File: src/rtl/norm_pkg.sv
// Shared types and constants for the normalizer output packer.
//   W_OUT      : width of one normalized element
//   COL        : elements per vector (power of two, >= 2)
//   IDX_W      : width of the beat index within a vector
//   row_t      : one COL-wide row, element i at [i]
//   row_pair_t : the core-1 and core-2 rows that travel together
package norm_pkg;

  localparam int W_OUT = 16;
  localparam int COL   = 8;
  localparam int IDX_W = $clog2(COL);

  typedef logic [COL-1:0][W_OUT-1:0] row_t;

  typedef struct packed {
    row_t r1;
    row_t r2;
  } row_pair_t;

endpackage

File: src/rtl/norm_row_fifo.sv
// Synchronous FIFO of row pairs with a registered head output.
//   clk, rst_n   : clock, asynchronous active-low reset
//   i_push       : write i_push_data (accepted when not full, or full with a pop)
//   i_push_data  : row pair to store
//   i_pop        : remove the head entry (ignored when empty)
//   o_full       : DEPTH entries stored
//   o_empty      : no entries stored
//   o_level      : entries currently stored
//   o_head       : head entry; keeps its last value once the FIFO drains
module norm_row_fifo
  import norm_pkg::*;
#(
  parameter int DEPTH = 2
) (
  input  logic                       clk,
  input  logic                       rst_n,
  input  logic                       i_push,
  input  row_pair_t                  i_push_data,
  input  logic                       i_pop,
  output logic                       o_full,
  output logic                       o_empty,
  output logic [$clog2(DEPTH+1)-1:0] o_level,
  output row_pair_t                  o_head
);

  localparam int LVL_W = $clog2(DEPTH + 1);
  localparam int PTR_W = (DEPTH > 1) ? $clog2(DEPTH) : 1;

  row_pair_t              r_mem [DEPTH];
  logic [PTR_W-1:0]       r_rd_ptr;
  logic [PTR_W-1:0]       r_wr_ptr;
  logic [LVL_W-1:0]       r_count;
  row_pair_t              r_head;

  logic                   w_do_push;
  logic                   w_do_pop;
  row_pair_t              w_head_next;

  // Pointers wrap at DEPTH, which need not be a power of two.
  function automatic logic [PTR_W-1:0] ptr_inc(input logic [PTR_W-1:0] p);
    return (p == PTR_W'(DEPTH - 1)) ? '0 : p + 1'b1;
  endfunction

  assign o_full    = (r_count == LVL_W'(DEPTH));
  assign o_empty   = (r_count == '0);
  assign o_level   = r_count;
  assign o_head    = r_head;

  assign w_do_pop  = i_pop && !o_empty;
  // A pop in the same cycle frees the slot the push needs.
  assign w_do_push = i_push && (!o_full || w_do_pop);

  // NOTE: storage has no reset; only pointers, count and head define state.
  always_ff @(posedge clk) begin
    if (w_do_push) r_mem[r_wr_ptr] <= i_push_data;
  end

  // Head register tracks the entry at the read pointer after this cycle's
  // push/pop. When the only stored entry is popped while a new one arrives,
  // the new entry is not in r_mem yet, so it is taken from i_push_data.
  always_comb begin
    // NOTE: default first so every path assigns, no latch is inferred.
    w_head_next = r_head;
    if (w_do_pop) begin
      if (r_count == LVL_W'(1)) begin
        if (w_do_push) w_head_next = i_push_data;
      end else begin
        w_head_next = r_mem[ptr_inc(r_rd_ptr)];
      end
    end else if (w_do_push && o_empty) begin
      w_head_next = i_push_data;
    end
  end

  // NOTE: sequential state uses non-blocking assignments only.
  always_ff @(posedge clk or negedge rst_n) begin
    if (!rst_n) begin
      r_rd_ptr <= '0;
      r_wr_ptr <= '0;
      r_count  <= '0;
      r_head   <= '0;
    end else begin
      r_head <= w_head_next;
      if (w_do_push) r_wr_ptr <= ptr_inc(r_wr_ptr);
      if (w_do_pop)  r_rd_ptr <= ptr_inc(r_rd_ptr);
      case ({w_do_push, w_do_pop})
        2'b10:   r_count <= r_count + 1'b1;
        2'b01:   r_count <= r_count - 1'b1;
        default: r_count <= r_count;
      endcase
    end
  end

endmodule

File: src/rtl/norm_packer.sv
// Receiver for the normalizer output stream. Collects COL serial beats per
// core into a row, buffers completed rows and offers them on valid/ready.
//   clk          : clock
//   reset        : asynchronous active-low reset
//   norm_valid   : beat qualifier (no backpressure toward the normalizer)
//   psum_norm_1  : core-1 element for this beat
//   psum_norm_2  : core-2 element for this beat
//   m_valid      : a row is available
//   m_ready      : downstream accepts the row
//   m_data_1/2   : core-1/core-2 row, element i at [i*W_OUT +: W_OUT]
//   level        : rows currently buffered
//   overflow     : sticky, a completed row was dropped because the buffer was full
//   frame_err    : sticky, norm_valid dropped in the middle of a vector
module norm_packer
  import norm_pkg::*;
#(
  parameter int DEPTH = 2
) (
  input  logic                       clk,
  input  logic                       reset,
  input  logic                       norm_valid,
  input  logic [W_OUT-1:0]           psum_norm_1,
  input  logic [W_OUT-1:0]           psum_norm_2,
  output logic                       m_valid,
  input  logic                       m_ready,
  output logic [COL*W_OUT-1:0]       m_data_1,
  output logic [COL*W_OUT-1:0]       m_data_2,
  output logic [$clog2(DEPTH+1)-1:0] level,
  output logic                       overflow,
  output logic                       frame_err
);

  logic [IDX_W-1:0] r_idx;
  row_t             r_asm_1;
  row_t             r_asm_2;
  logic             r_overflow;
  logic             r_frame_err;

  logic             w_last;
  logic             w_pop;
  logic             w_full;
  logic             w_empty;
  logic             w_drop;
  row_pair_t        w_push_row;
  row_pair_t        w_head;

  assign w_last = norm_valid && (r_idx == IDX_W'(COL - 1));
  assign w_pop  = m_ready && !w_empty;
  assign w_drop = w_last && w_full && !w_pop;

  // The completing beat is pushed in the same cycle, so it bypasses the
  // assembly registers and is merged in here.
  always_comb begin
    w_push_row.r1          = r_asm_1;
    w_push_row.r2          = r_asm_2;
    w_push_row.r1[COL-1]   = psum_norm_1;
    w_push_row.r2[COL-1]   = psum_norm_2;
  end

  always_ff @(posedge clk or negedge reset) begin
    if (!reset) begin
      r_idx       <= '0;
      r_asm_1     <= '0;
      r_asm_2     <= '0;
      r_overflow  <= 1'b0;
      r_frame_err <= 1'b0;
    end else begin
      if (norm_valid) begin
        r_asm_1[r_idx] <= psum_norm_1;
        r_asm_2[r_idx] <= psum_norm_2;
        r_idx          <= r_idx + 1'b1;  // COL is a power of two: wraps naturally
      end else if (r_idx != '0) begin
        // Partial vector is abandoned; stale assembly contents are simply
        // overwritten by the next vector.
        r_frame_err <= 1'b1;
        r_idx       <= '0;
      end
      if (w_drop) r_overflow <= 1'b1;
    end
  end

  norm_row_fifo #(
    .DEPTH (DEPTH)
  ) u_fifo (
    .clk         (clk),
    .rst_n       (reset),
    .i_push      (w_last),
    .i_push_data (w_push_row),
    .i_pop       (w_pop),
    .o_full      (w_full),
    .o_empty     (w_empty),
    .o_level     (level),
    .o_head      (w_head)
  );

  assign m_valid   = !w_empty;
  assign m_data_1  = w_head.r1;
  assign m_data_2  = w_head.r2;
  assign overflow  = r_overflow;
  assign frame_err = r_frame_err;

endmodule
File: config.mk
export PLATFORM = sky130hd
export DESIGN_NAME = norm_packer
export DESIGN_NICKNAME = d
export VERILOG_FILES = /design/src/rtl/norm_pkg.sv /design/src/rtl/norm_row_fifo.sv /design/src/rtl/norm_packer.sv
export SDC_FILE = /design/constraint.sdc
export NUM_CORES = 1
export LEC_CHECK = 0
export BUFFER_PORTS_ARGS = -buffer_cell sky130_fd_sc_hd__buf_2
export CORE_MARGIN = 2
export CORE_UTILIZATION = 45
export CTS_CLUSTER_DIAMETER = 120
export DETAILED_ROUTE_END_ITERATION = 10
export PLACE_DENSITY = 0.62
export SLEW_MARGIN = 20
export SYNTH_ARGS = -nofsm -noshare
export SYNTH_HDL_FRONTEND = slang
export SYNTH_SLANG_ARGS = --single-unit
export TNS_END_PERCENT = 100
File: constraint.sdc
create_clock -name clk -period 22.3 [get_ports clk]
set_input_delay 1.115 -clock clk [delete_from_list [all_inputs] [get_ports clk]]
set_output_delay 1.115 -clock clk [all_outputs]
set_load 0.02 [all_outputs]
==> results.yml <==
logic_synthesis:
  syn-num-nets: 2733
  yosys.area_share.simple_pct: 2.71
  synth_top_family_by_area: "multiplexers"
  synth-edff-count: 512
  yosysSeqAreaShare_pct: 69.8
  syn_area_sq_mm: 0.0396
  yosysUniqueCellTypes: 26
  synth_compound_area_share_pct: 3.36
  ys_seq_elements: 1001
  async_reset_ff_share_pct: 48.9
  synth-warning-count: 0
  synthXorXnorAreaFrac_pct: 0.0886
  synth_mux_area_share_pct: 19.3
  synthCells: 2690
  ys.flop_type: "edfxtp_1"
  postSynthAreaPerCell_sq_um: 14.7
  synth_fa_ha_area_share_pct: 0.221
critical_path:
  rrSetupSlack_ps: 18330
  cp_data_arrival_time_ps: 4250
  cp.required_ps: 22580
  criticalPathCategory: "reg2reg"
  worstSetupStartpointType: "flip-flop"
  ff2ff_path_depth: 9
  crit_fanout: 75
  timing.rr.start: "u_fifo.o_level[0]"
  rr_endpoint: "u_fifo.r_mem[1][159]"
  end_kind: "flip-flop"
hold_path:
  min_from: "frame_err"
  hold_path_class: "reg2reg"
  holdPathEnd: "frame_err"
  whs_path_depth: 1
die:
  rows: 108
  die_width_um: 300
  coreArea_sq_mm: 0.0869
  top_level_ports: 297
  dieArea_sq_mm: 0.0903
  die_y_um: 300
  initial_utilization_pct: 45.5
routing:
  drt_iter0_markers: 1371
  firstDrtPassIters: 5
  detail_route.vias_per_cell: 5.14
  finalWirelength_um: 90400
  drc: 0
  antenna_left: 0
  routed-via-count: 21700
  wl_per_cell_um: 21.4
global_route:
  grt_pass1_wl_um: 137000
  grt_start_max_net_pins: 132
  overflow: 0
  grt_pass1_vias: 22200
  grtUsageTotal_pct: 20.1
  antenna_found_initial: 5
sta:
  max_slew_margin_pct: 27.1
  fin_ws_ps: 18330
  tns_ps: 0
  rsz0062_at_grt: "false"
  fin_skew_ps: 21.9
  finalCriticalPeriod_ps: 3970
  hold_viol_final: 0
  slew_viol_final: 0
  tightestPinTransition_ps: 1090
  max_freq_ghz: 0.252
  fin_crit_sh_pct: 17.8
  setup_violations: 0
layout:
  fin_nets: 3028
  syn_to_final_growth_pct: 14.6
  n_antenna_cell: 0
  drive_above_1_share_pct: 22.8
  filler_cell_count: 7330
  fin_area_sq_mm: 0.0453
clock_tree:
  clk_pin_slew_worst_paths_ps: 60
  cts_buffers: 103
  htree_levels: 3
  cts_buffer_depth: 3
  ctsHoldBuffers: 0
  cts_tree: "yes"
  cts_setup_buffers: 0
  cts-resized-gates: 0
  root_buffer: "clkbuf_16"
  insertion_delay_ps: 660
  cts_num_sinks: 1001
place:
  io_buffers: 296
  gp_congestion: 0.756
  post-place-ws_ps: 17210
  hpwl_um: 52100
  placed_area_sq_mm: 0.0420
job:
  cap_viol_max_count: 0
power_and_ir_drop:
  p_leak_uw: 0.0202
  p_per_area_mw_per_mm2: 143
  irDropWorstVdd_mv: 0.110
outcome:
  outcome: "finished, final reports clean"
## cells in the mapped netlist (3+ instances only)
| cell | count | area (sq um) |
|---|---|---|
| edfxtp_1 | 512 | 15400 |
| mux2i_1 | 512 | 5120 |
| dfrtp_1 | 489 | 12200 |
| inv_1 | 263 | 987 |
| nand2_1 | 261 | 980 |
| o21ai_0 | 259 | 1300 |
| mux2_2 | 220 | 2480 |
| buf_2 | 58 | 290 |
| clkbuf_1 | 54 | 203 |
| buf_6 | 24 | 270 |
| ha_1 | 7 | 87.6 |
| mux2_1 | 4 | 45.0 |
| nor3_1 | 4 | 20.0 |
| xnor2_1 | 4 | 35.0 |
| buf_4 | 3 | 22.5 |
| or3_1 | 3 | 18.8 |
## worst max-delay path, cell delays in order (launching register included)
cell and delay (ps):
dfrtp_1 390, inv_1 80, ha_1 230, nand2b_1 230, nand2_1 110, nand3_1 240, nor2_4 160, buf_6 610
buf_6 730, buf_4 720
## final cells by class
| class | instances | area, sq um | share of cell area, % |
|---|---|---|---|
| Clock buffer | 162 | 2930 | 6.46 |
| Clock inverter | 32 | 344 | 0.759 |
| Inverter | 263 | 987 | 2.18 |
| Multi-Input combinational cell | 1287 | 10200 | 22.6 |
| Sequential cell | 1001 | 27600 | 60.9 |
| Tap cell | 1155 | 1450 | 3.19 |
| Timing Repair Buffer | 329 | 1790 | 3.95 |
## metrics by stage
stage                     utilization [%]  std cells  hold slack (ps)  total power (uW)
after floorplan                         -       2690              453              4220
after global placement               48.4       4034              460              4830
after detailed placement             48.4       4034              461              4890
after CTS                            52.1       4228              481              6570
after global routing                 52.2       4229              499              6860
final                                52.2       4229              474              6490
## layer usage
layer / global-route usage [%] / part of all wire, %
met2: 33.5 / 49
met4: 5.35 / 2.3
met1: 27.6 / 44
met3: 2.88 / 4.8
met5: 0 / 0.014
## power by group
group	leakage [uW]	switching [uW]	internal (uW)	total (uW)
registers	0.0106	367	2510	2870
clock network	0.00159	699	961	1660
logic	0.00799	1160	797	1960
## flip-flops by register name (all words and copies together) (netlist names)
name and flops:
u_fifo.o_head 256, u_fifo.r_rd_ptr 1, u_fifo.r_mem 512, r_asm_2 112, u_fifo.o_level 2, frame_err 1
overflow 1, r_idx 3, u_fifo.r_wr_ptr 1, r_asm_1 112
## worst max-delay path by stage
stage / start / end / slack [ps] / cells past startpoint
floorplan: m_ready / u_fifo.r_mem[0][0] / 9340 / 4
global placement: m_ready / u_fifo.r_mem[1][34] / 17160 / 8
detailed placement: m_ready / u_fifo.r_mem[1][117] / 17210 / 8
CTS: u_fifo.o_level[0] / u_fifo.r_mem[1][175] / 17660 / 9
global route: u_fifo.o_level[0] / u_fifo.r_mem[1][117] / 18030 / 9
finish: u_fifo.o_level[0] / u_fifo.r_mem[1][159] / 18330 / 9
## cells by family (layout without fill, tap and decap cells)
| kind of cell | after synthesis | in the layout |
|---|---|---|
| compound gates | 263 | 263 |
| xor+xnor | 4 | 4 |
| fa+ha+maj | 7 | 7 |
| buf+inv | 402 | 786 |
| flops | 1001 | 1001 |
| mux | 736 | 736 |
| simple gates | 277 | 277 |
## cells in the final DEF, fill, tap and decap left out, types with 2 or more instances in the layout
master | Yosys | layout
clkbuf_16 | 0 | 103
nor3_2 | 0 | 4
buf_4 | 3 | 24
o21ai_0 | 259 | 259
buf_2 | 58 | 295
xnor2_1 | 4 | 4
clkbuf_1 | 54 | 46
inv_1 | 263 | 263
mux2_2 | 220 | 220
nand2_1 | 261 | 261
or3_2 | 0 | 3
nand2b_1 | 2 | 2
ha_1 | 7 | 7
buf_6 | 24 | 7
bufinv_16 | 0 | 5
clkbuf_8 | 0 | 13
clkinv_1 | 0 | 8
inv_6 | 0 | 3
mux2_1 | 4 | 4
buf_12 | 0 | 2
clkinv_2 | 0 | 11
dfrtp_1 | 489 | 488
nor2_4 | 0 | 2
mux2i_1 | 512 | 512
edfxtp_1 | 512 | 512
(Power assumes the default switching activity.)
